## config.mk

```make
export PLATFORM = sky130hd
export DESIGN_NAME = platform_gen_flat
export DESIGN_NICKNAME = d
export VERILOG_FILES = /design/src/rtl/platform_pkg.sv /design/src/rtl/platform_gen_if.sv /design/src/rtl/platform_hit.sv /design/src/rtl/platform_gen.sv /design/src/flat_wrapper.sv
export SDC_FILE = /design/constraint.sdc
export NUM_CORES = 1
export LEC_CHECK = 0
export ABC_CLOCK_PERIOD_IN_PS = 7050
export CORE_AREA = 3 3 195 293
export CTS_CLUSTER_DIAMETER = 100
export DETAILED_ROUTE_END_ITERATION = 16
export DIE_AREA = 0 0 198 296
export SYNTH_ARGS = -nofsm -noshare
export SYNTH_HDL_FRONTEND = slang
export SYNTH_HIERARCHICAL = 1
export SYNTH_SLANG_ARGS = --single-unit
```

## constraint.sdc

```tcl
create_clock -name Clk -period 7.05 [get_ports Clk]
set_clock_uncertainty 0.1 [all_clocks]
set_input_delay 0.705 -clock Clk [delete_from_list [all_inputs] [get_ports Clk]]
set_output_delay 0.705 -clock Clk [all_outputs]
set_load 0.005 [all_outputs]
```

## src/rtl/platform_pkg.sv

```systemverilog
// Shared types and constants for the platform store/scroller.
package platform_pkg;

    localparam int unsigned NUM_PLAT = 8;
    localparam int unsigned PLAT_W   = 64;
    localparam int unsigned PLAT_H   = 8;
    localparam int unsigned SCREEN_W = 640;
    localparam int unsigned SPACING  = 60;
    localparam int unsigned SCREEN_H = NUM_PLAT * SPACING;
    localparam int unsigned X_SPAN   = SCREEN_W - PLAT_W;
    localparam int unsigned COORD_W  = 10;
    localparam int unsigned IDX_W    = $clog2(NUM_PLAT);
    localparam int unsigned SCORE_W  = 16;
    localparam int unsigned LFSR_W   = 16;

    // Fibonacci taps 16,14,13,11 expressed as a mask on bits 15,13,12,10
    localparam logic [LFSR_W-1:0] LFSR_SEED = 16'hACE1;
    localparam logic [LFSR_W-1:0] LFSR_TAPS = 16'hB400;

    typedef enum logic {IDLE, UPDATE} state_e;

    typedef struct packed {
        logic [COORD_W-1:0] x;
        logic [COORD_W-1:0] y;
    } plat_t;

    function automatic logic [COORD_W-1:0] reset_x(input int unsigned i);
        return COORD_W'(i * 72);
    endfunction

    function automatic logic [COORD_W-1:0] reset_y(input int unsigned i);
        return COORD_W'(i * SPACING);
    endfunction

endpackage

```

## src/rtl/platform_gen_if.sv

```systemverilog
// Query/scroll bus between the game logic and the platform store.
interface platform_gen_if;
    import platform_pkg::*;

    logic               frame_clk;
    logic [COORD_W-1:0] scroll;
    logic [COORD_W-1:0] DrawX;
    logic [COORD_W-1:0] DrawY;
    logic [COORD_W-1:0] FootX;
    logic [COORD_W-1:0] FootY;
    logic               plat_on;
    logic               land;
    logic [COORD_W-1:0] land_y;
    logic               busy;
    logic [SCORE_W-1:0] score;

    modport master (
        output frame_clk, scroll, DrawX, DrawY, FootX, FootY,
        input  plat_on, land, land_y, busy, score
    );

    modport slave (
        input  frame_clk, scroll, DrawX, DrawY, FootX, FootY,
        output plat_on, land, land_y, busy, score
    );

endinterface

```

## src/rtl/platform_hit.sv

```systemverilog
// Combinational box test of one point against one platform slot.
module platform_hit
    import platform_pkg::*;
(
    input  plat_t              slot_i,
    input  logic [COORD_W-1:0] px_i,
    input  logic [COORD_W-1:0] py_i,
    output logic               hit_c
);

    // Right/bottom edges one bit wider so slots near the edge never wrap
    logic [COORD_W:0] x_end_c;
    logic [COORD_W:0] y_end_c;

    assign x_end_c = {1'b0, slot_i.x} + (COORD_W+1)'(PLAT_W);
    assign y_end_c = {1'b0, slot_i.y} + (COORD_W+1)'(PLAT_H);

    assign hit_c = (px_i >= slot_i.x) && ({1'b0, px_i} < x_end_c) &&
                   (py_i >= slot_i.y) && ({1'b0, py_i} < y_end_c);

endmodule

```

## src/rtl/platform_gen.sv

```systemverilog
// Platform slot store: per-frame scroll/respawn plus pixel and foot hit queries.
// Optional score counter enabled by defining PLATFORM_GEN_SCORE_EN.
module platform_gen
    import platform_pkg::*;
(
    input  logic           Clk,
    input  logic           Reset_n,
    platform_gen_if.slave  bus
);

    state_e              state_q, state_d;
    logic [IDX_W-1:0]    idx_q, idx_d;
    logic [COORD_W-1:0]  s_q, s_d;
    logic [LFSR_W-1:0]   lfsr_q;
    logic [2:0]          fsync_q;
    logic                frame_ev_q;
    logic                busy_q;
    plat_t               slot_q [NUM_PLAT];
    plat_t               slot_wr_c;
    logic                slot_we_c;
    logic [COORD_W:0]    yn_c;
    logic [COORD_W-1:0]  rnd_c;
    logic [NUM_PLAT-1:0] pix_hit_c, foot_hit_c;
    logic                plat_on_q, land_q;
    logic [COORD_W-1:0]  land_y_q, land_y_c;

    // Two sync stages on VGA_VS, then a registered rising-edge detect
    always_ff @(posedge Clk or negedge Reset_n) begin
        if (!Reset_n) begin
            fsync_q    <= '0;
            frame_ev_q <= 1'b0;
            lfsr_q     <= LFSR_SEED;
        end else begin
            fsync_q    <= {fsync_q[1:0], bus.frame_clk};
            frame_ev_q <= fsync_q[1] & ~fsync_q[2];
            lfsr_q     <= {lfsr_q[LFSR_W-2:0], ^(lfsr_q & LFSR_TAPS)};
        end
    end

    assign yn_c  = {1'b0, slot_q[idx_q].y} + {1'b0, s_q};
    assign rnd_c = lfsr_q[COORD_W-1:0];

    always_comb begin
        state_d   = state_q;
        idx_d     = idx_q;
        s_d       = s_q;
        slot_we_c = 1'b0;
        slot_wr_c = slot_q[idx_q];
        case (state_q)
            IDLE: begin
                if (frame_ev_q) begin
                    s_d     = (bus.scroll > COORD_W'(SPACING - 1)) ? COORD_W'(SPACING - 1) : bus.scroll;
                    idx_d   = '0;
                    state_d = UPDATE;
                end
            end
            UPDATE: begin
                slot_we_c = 1'b1;
                if (yn_c >= (COORD_W+1)'(SCREEN_H)) begin
                    slot_wr_c.y = COORD_W'(yn_c - (COORD_W+1)'(SCREEN_H));
                    slot_wr_c.x = (rnd_c <= COORD_W'(X_SPAN)) ? rnd_c : rnd_c - COORD_W'(X_SPAN);
                end else begin
                    slot_wr_c.y = yn_c[COORD_W-1:0];
                end
                idx_d = idx_q + IDX_W'(1);
                if (idx_q == IDX_W'(NUM_PLAT - 1)) begin
                    state_d = IDLE;
                end
            end
            default: state_d = IDLE;
        endcase
    end

    always_ff @(posedge Clk or negedge Reset_n) begin
        if (!Reset_n) begin
            state_q <= IDLE;
            idx_q   <= '0;
            s_q     <= '0;
            busy_q  <= 1'b0;
            for (int unsigned i = 0; i < NUM_PLAT; i++) begin
                slot_q[i] <= '{x: reset_x(i), y: reset_y(i)};
            end
        end else begin
            state_q <= state_d;
            idx_q   <= idx_d;
            s_q     <= s_d;
            busy_q  <= (state_d == UPDATE);
            if (slot_we_c) begin
                slot_q[idx_q] <= slot_wr_c;
            end
        end
    end

`ifdef PLATFORM_GEN_SCORE_EN
    logic [SCORE_W-1:0] score_q;
    logic [SCORE_W:0]   score_sum_c;

    assign score_sum_c = {1'b0, score_q} + (SCORE_W+1)'(s_d);

    always_ff @(posedge Clk or negedge Reset_n) begin
        if (!Reset_n) begin
            score_q <= '0;
        end else if ((state_q == IDLE) && frame_ev_q) begin
            score_q <= score_sum_c[SCORE_W] ? '1 : score_sum_c[SCORE_W-1:0];
        end
    end

    assign bus.score = score_q;
`else
    assign bus.score = '0;
`endif

    for (genvar g = 0; g < NUM_PLAT; g++) begin : g_slot
        platform_hit u_pix_hit (
            .slot_i (slot_q[g]),
            .px_i   (bus.DrawX),
            .py_i   (bus.DrawY),
            .hit_c  (pix_hit_c[g])
        );
        platform_hit u_foot_hit (
            .slot_i (slot_q[g]),
            .px_i   (bus.FootX),
            .py_i   (bus.FootY),
            .hit_c  (foot_hit_c[g])
        );
    end

    // Walk from the top index down so the lowest-index hit wins
    always_comb begin
        land_y_c = '0;
        for (int i = int'(NUM_PLAT) - 1; i >= 0; i--) begin
            if (foot_hit_c[i]) begin
                land_y_c = slot_q[i].y;
            end
        end
    end

    always_ff @(posedge Clk or negedge Reset_n) begin
        if (!Reset_n) begin
            plat_on_q <= 1'b0;
            land_q    <= 1'b0;
            land_y_q  <= '0;
        end else begin
            plat_on_q <= |pix_hit_c;
            land_q    <= |foot_hit_c;
            land_y_q  <= land_y_c;
        end
    end

    assign bus.plat_on = plat_on_q;
    assign bus.land    = land_q;
    assign bus.land_y  = land_y_q;
    assign bus.busy    = busy_q;

endmodule

```

## src/flat_wrapper.sv

```systemverilog
// flat-port wrapper written by rule: the top's interface ports become plain ports
module platform_gen_flat import platform_pkg::*;
  (Clk, Reset_n, bus_frame_clk, bus_scroll, bus_DrawX, bus_DrawY, bus_FootX, bus_FootY, bus_plat_on, bus_land, bus_land_y, bus_busy, bus_score);
  platform_gen_if bus_i ();
  input  logic Clk;
  input  logic Reset_n;
  input wire logic [$bits(bus_i.frame_clk)-1:0] bus_frame_clk;
  input wire logic [$bits(bus_i.scroll)-1:0] bus_scroll;
  input wire logic [$bits(bus_i.DrawX)-1:0] bus_DrawX;
  input wire logic [$bits(bus_i.DrawY)-1:0] bus_DrawY;
  input wire logic [$bits(bus_i.FootX)-1:0] bus_FootX;
  input wire logic [$bits(bus_i.FootY)-1:0] bus_FootY;
  output wire logic [$bits(bus_i.plat_on)-1:0] bus_plat_on;
  output wire logic [$bits(bus_i.land)-1:0] bus_land;
  output wire logic [$bits(bus_i.land_y)-1:0] bus_land_y;
  output wire logic [$bits(bus_i.busy)-1:0] bus_busy;
  output wire logic [$bits(bus_i.score)-1:0] bus_score;
  assign bus_i.frame_clk = bus_frame_clk;
  assign bus_i.scroll = bus_scroll;
  assign bus_i.DrawX = bus_DrawX;
  assign bus_i.DrawY = bus_DrawY;
  assign bus_i.FootX = bus_FootX;
  assign bus_i.FootY = bus_FootY;
  assign bus_plat_on = bus_i.plat_on;
  assign bus_land = bus_i.land;
  assign bus_land_y = bus_i.land_y;
  assign bus_busy = bus_i.busy;
  assign bus_score = bus_i.score;
  platform_gen u_core (.Clk(Clk), .Reset_n(Reset_n), .bus(bus_i));
endmodule
```

---- Word level (Yosys, flattened, before mapping) ----
Index checks and enable logic that the tools add are counted.
word-level totals
  output and inout port bits .............. 29
  logic and storage cells ................. 198
  register bits after elaboration ......... 206
  input port bits ......................... 53
operators by class
  eq/ne operators ......................... 2
  reductions and logical operators ........ 53
  multiplexer cells ....................... 25
  bitwise operators ....................... 4
  $lt $le $gt $ge ......................... 69
  $add $sub $neg .......................... 20
operator list
  kind                      count
  $lt A10 B11 Y1            32
  $ge A10 B10 Y1            32
  $bwmux W160               1
  $mux W10                  12
  $add A10 B4 Y11 const B   8
  $add A10 B7 Y11 const B   8
  $mux W20                  4
  $bmux W20 S3              1
  $demux W20 S3             1
  $logic_and A1 B1 Y1       49
  $reduce_or A8 Y1          2
  $reduce_xor A16 Y1        1
  $add A10 B10 Y11          1
  $ge A11 B9 Y1 const B     1
  $gt A10 B6 Y1 const B     1
  $le A10 B10 Y1 const B    1
  $sub A10 B10 Y10 const B  1
  $sub A10 B9 Y10 const B   1
  $pmux W3 S2               1
  $ge A4 B4 Y1 const B      1
  $lt A4 B1 Y1 const B      1
  $not A3 Y4                1
  $add A3 B1 Y3 const B     1
  $eq A3 B3 Y1 const B      1
  7 further kinds           10

---- Logic depth before layout (Yosys ltp) ----
  depth in word-level cells ............... 13
  gate-level depth with buffers ........... 17
  gate-level depth less buffers ........... 16

---- By module ----
Netlist, hierarchy kept.
modules (own cells, without submodules)
  module                                          times used  area each (um^2)  seq. area each (um^2)  cells each
  platform_gen                                    1           10182.3           5230.0                 938
  platform_hit (u_core.g_slot[2].u_foot_hit ...)  9           879.6             0.0                    119
  platform_hit (u_core.g_slot[0].u_foot_hit ...)  6           932.1             0.0                    119
  platform_hit (u_core.g_slot[5].u_foot_hit)      1           922.1             0.0                    123

---- Worst setup path after synthesis ----
OpenSTA, ideal clock, no wires.
  kind .................................... reg-to-reg
  start point ............................. reg u_core.idx_q[0]
  end point ............................... reg u_core/slot_q[119] (netlist bit)
  clock period less this slack ............ 4.471 ns
  setup slack ............................. 2.579 ns
  arrival time ............................ 4.297 ns
  required time ........................... 6.875 ns
  cell stages (with the launch flop) ...... 16
  cells stage by stage .................... dfrtp_1 -> buf_2 -> buf_2 -> clkbuf_1 -> mux4_2 -> mux2_2 -> ha_1 -> nand3_1 -> o2111ai_1 -> xor2_1 -> ha_1 -> a31o_2 -> a32o_2 -> buf_12 -> mux2_4 -> o21ai_2
on the way
  word-level cells in the longest chain between the ends .. 9
  elaborated cells between the ends (all ways) .. 14
  those cells by class .................... add/sub (1); order compare (3); mux (8); bitwise (1); reduce/logical (1)
ends and longest elaborated chain
  item                                         RTL line                                                    RTL
  start: declaration                           platform_gen.sv:12                                          logic [IDX_W-1:0] idx_q, idx_d;
  start signal: assignment                     platform_gen.sv:85                                          idx_q <= idx_d;
  $not A3 Y4 (implied by the code) *           platform_gen.sv:40, platform_gen.sv:48, platform_gen.sv:89
  $bmux W20 S3                                 platform_gen.sv:40, platform_gen.sv:48
  $mux W20 (implied by the code) (2 in a row)  platform_gen.sv:40                                          assign yn_c = {1'b0, slot_q[idx_q].y} + {1'b0, s_q};
  $add A10 B10 Y11                             platform_gen.sv:40
  $ge A11 B9 Y1                                platform_gen.sv:59                                          if (yn_c >= (COORD_W+1)'(SCREEN_H)) begin
  $mux W10                                     platform_gen.sv:59
  $mux W20                                     platform_gen.sv:49                                          case (state_q)
  $bwmux W160 *                                platform_gen.sv:89                                          slot_q[idx_q] <= slot_wr_c;
  end signal: indexed assignment               platform_gen.sv:81                                          slot_q[i] <= '{x: reset_x(i), y: reset_y(i)};
  end signal: indexed assignment               platform_gen.sv:89
  end: declaration                             platform_gen.sv:18                                          plat_t slot_q [NUM_PLAT];
Every way passes the cells marked *; elsewhere a longest branch is shown, timed or not. The select of a mux whose other input is x is not followed.
A chain may end at the register's enable or synchronous reset.

---- Worst setup path after layout ----
  start point ............................. reg u_core.idx_q[0]
  end point ............................... reg u_core/slot_q[108] (netlist bit)
on the way
  word-level cells in the longest chain between the ends .. 9
  elaborated cells between the ends (all ways) .. 15
  those cells by class .................... add/sub (2); order compare (3); mux (8); bitwise (1); reduce/logical (1)
ends and longest elaborated chain
  item                                              RTL line
  $not A3 Y4 (implied by the code) *                platform_gen.sv:40, platform_gen.sv:48, platform_gen.sv:89
  $bmux W20 S3                                      platform_gen.sv:40, platform_gen.sv:48
  $mux W20 (implied by the code) (2 in a row)       platform_gen.sv:40
  $add A10 B10 Y11                                  platform_gen.sv:40
  $sub A10 B9 Y10 or $ge A11 B9 Y1 (tied branches)  platform_gen.sv:60, platform_gen.sv:59
  $mux W10                                          platform_gen.sv:59
  $mux W20                                          platform_gen.sv:49
  $bwmux W160 *                                     platform_gen.sv:89
Marks and branches as above.

==> flow_summary.toml <==
[die]
io_pins = 82
die_w_um = 198
die_h_um = 296
rows = 105
core_area_sq_mm = 0.0547
dieArea_sq_mm = 0.0586
initial_core_util_pct = 45.0

[power_and_ir_drop]
clkPwrFrac_pct = 14.1
p_leak_nw = 11.5
power_w = 0.00900
seqPwrFrac_pct = 27.3
p_per_area_mw_per_mm2 = 334
cell_internal_pwr_w = 0.00438
p_switching_w = 0.00462
ir_drop_uv = 531
p_sw_share_pct = 51.4
p_comb_share_pct = 58.6

[cts]
postCtsHoldBufs = 0
cts_setup_buffers = 0
cts_sinks = 206
cts_root_buf = "clkbuf_16"
path_clk_slew_ps = 60
cts_resized = 0
htreeDepth = 1
clockBufferDepth = 3
cts_buffers = 23
clock_latency_ps = 540
tritoncts = "done"

[drt]
drtIter0Drc = 1373
firstDrtPassIters = 5
drc_errors = 0
viasPerCell = 6.07
postRouteAntennaNets = 0
wl_um = 87600
vias = 22000
wire_per_inst_um = 24.2

[synth]
synthesis.instances = 2846
ys.flop_type = "dfrtp_1"
synth_adder_area_share_pct = 27.7
synthSimpleGateAreaFrac_pct = 14.1
synth_top_family_by_area = "adder cells"
synth_mux_area_share_pct = 5.43
ys_ff_latch = 206
synth_seq_area_share_pct = 21.2
synth_edf_count = 0
ys_types = 78
synthArstFlopShare_pct = 100
avgSynthCellArea_sq_um = 8.65
synth_xor_area_share_pct = 4.40
yosys_warnings = 6
netlist_area_sq_mm = 0.0246
synth_compound_area_share_pct = 19.4

[grt]
grt_max_degree = 82
grt_pass1_wl_um = 133000
gr-usage-all-layers_pct = 29.8
first_global_vias = 22300
overflow = 0
antenna_found_initial = 4

[layout]
drive_gt1_share_pct = 9.74
final_common_cell = "ha_1"
nNetsFinal = 3506
area_growth_syn_to_layout_pct = 9.37
layout_common_cells = "ha_1, inv_1, nand2_1"

[critical_path]
cp-end-kind = "flip-flop"
cp.arrival_ps = 5480
crit_path_start_kind = "flip-flop"
required_ps = 7310
cp_max_fo = 28
path_class = "flip-flop to flip-flop"

[sta]
fin_crit_ps = 5220
final.setup.tns_ps = 0
slew_headroom_pct = 17.9
drv_slew = 0
rsz0062_at_grt = "no"
hold_viol_final = 0
setup_violations = 0
fmax_ghz = 0.192
tightestPinTransition_ps = 1200
period_share_pct = 74.0

[run_status]
status = "complete, no violations"

[place]
dp_hpwl_um = 67300
port_buffers = 65
gp_congestion = 0.956

[worst_hold_path]
hold_class = "input port to async pin"

[flow_run]
drv_cap = 0
## power groups by stage
stage | Sequential, W | Combinational [W] | Clock, W
after floorplan | 0.00191 | 0.00372 | 0
after global placement | 0.00245 | 0.00501 | 0
after detailed placement | 0.00245 | 0.00521 | 0
after CTS | 0.00243 | 0.00525 | 0.00130
after global routing | 0.00247 | 0.00590 | 0.00134
final | 0.00246 | 0.00527 | 0.00127
## through the flow
step / cell area, sq um / util, % / hold slack [ps] / setup WS (ps) / std cells
after floorplan: 24700 / - / 231 / 2580 / 2861
after global placement: 26100 / 47.8 / 240 / 1940 / 3579
after detailed placement: 26100 / 47.8 / 237 / 1850 / 3579
after CTS: 26900 / 49.2 / 63.0 / 1830 / 3621
after global routing: 26900 / 49.3 / 88.8 / 1560 / 3624
final: 26900 / 49.3 / 61.8 / 1830 / 3625
## worst max-delay path: stages (launching register included)
cell and delay (ps):
dfrtp_2 940, buf_4 520, mux4_2 550, mux2_2 310
ha_1 410, and3b_1 230, a311oi_2 470, nand3_1 190
o21bai_1 190, a22oi_1 870, o21ai_0 240
## synth_stat cells, drive strengths merged, types with 11 or more instances
library cell,instances,share of area [%]
a211o,14,0.50
a211oi,47,1.5
a21o,52,1.6
a21oi,172,3.5
a31oi,37,1.0
and3,25,0.76
and3b,11,0.39
buf,26,0.74
clkbuf,54,0.82
dfrtp,146,15
dfstp,60,6.4
ha,543,28
inv,391,6.1
mux2,19,0.88
mux2i,13,0.88
mux4,40,3.7
nand2,276,4.3
nand2b,42,1.1
nand3,115,2.3
nand4,41,1.0
nor2,59,0.90
nor2b,31,0.79
nor3,38,0.77
nor4,12,0.67
o211ai,14,0.61
o21a,21,0.64
o21ai,269,5.7
o31ai,25,0.78
xnor2,116,4.2
## routing by layer
metal  vias up  wire length (um)  global-route usage [%]
li1      10400                 -                       -
met1     10700             33000                    32.7
met2       692             42800                    52.5
met3       304              3630                    3.00
met4         0              8110                    23.3
met5         -                 0                       0
## logic make-up (layout without fill, tap and decap cells)
family                   after synthesis  count (layout)
flip-flops                           206             206
XOR/XNOR                             122             122
AND/OR/NAND/NOR                      684             684
buffers and inverters                471             536
adder cells (fa/ha/maj)              544             544
multiplexers                          72              72
other                                  1              20
AO/OA/AOI/OAI                        746             746
## cell type report
cell class | count | area [sq um]
antenna | 4 | 10.0
clock buffer | 34 | 657
clock inverter | 8 | 128
fill | 5240 | 27700
inverter | 391 | 1510
multi-input combinational | 2184 | 17600
sequential | 206 | 5230
tap | 695 | 870
timing repair buffer | 103 | 941
## registers in the layout (all words and copies together), names as in the netlist
name / flops
u_core/frame_ev_q: 1
u_core/bus.land: 1
u_core/slot_q: 160
u_core/fsync_q: 3
u_core/s_q: 10
u_core/idx_q: 3
u_core/bus.plat_on: 1
u_core/lfsr_q: 16
u_core/bus.busy: 1
u_core/bus.land_y: 10
## path summary, 6_finish.rpt
kind | from | to | slack, ps | depth (start not counted)
min in group Clk | u_core/fsync_q[0]$_DFF_PN0_ | u_core/fsync_q[1]$_DFF_PN0_ | 250 | 0
min | Reset_n | u_core/fsync_q[0]$_DFF_PN0_ | 60 | 1
max | u_core/idx_q[0]$_DFFE_PN0P_ | u_core/slot_q[108]$_DFFE_PN0P_ | 1830 | 10
max in group asynchronous | Reset_n | u_core/slot_q[156]$_DFFE_PN0P_ | 5410 | 2
max reg2reg | u_core/idx_q[0]$_DFFE_PN0P_ | u_core/slot_q[108]$_DFFE_PN0P_ | 1830 | 10
min reg2reg | u_core/fsync_q[0]$_DFF_PN0_ | u_core/fsync_q[1]$_DFF_PN0_ | 250 | 0
No activity file was read; power rests on OpenSTA's default activity.
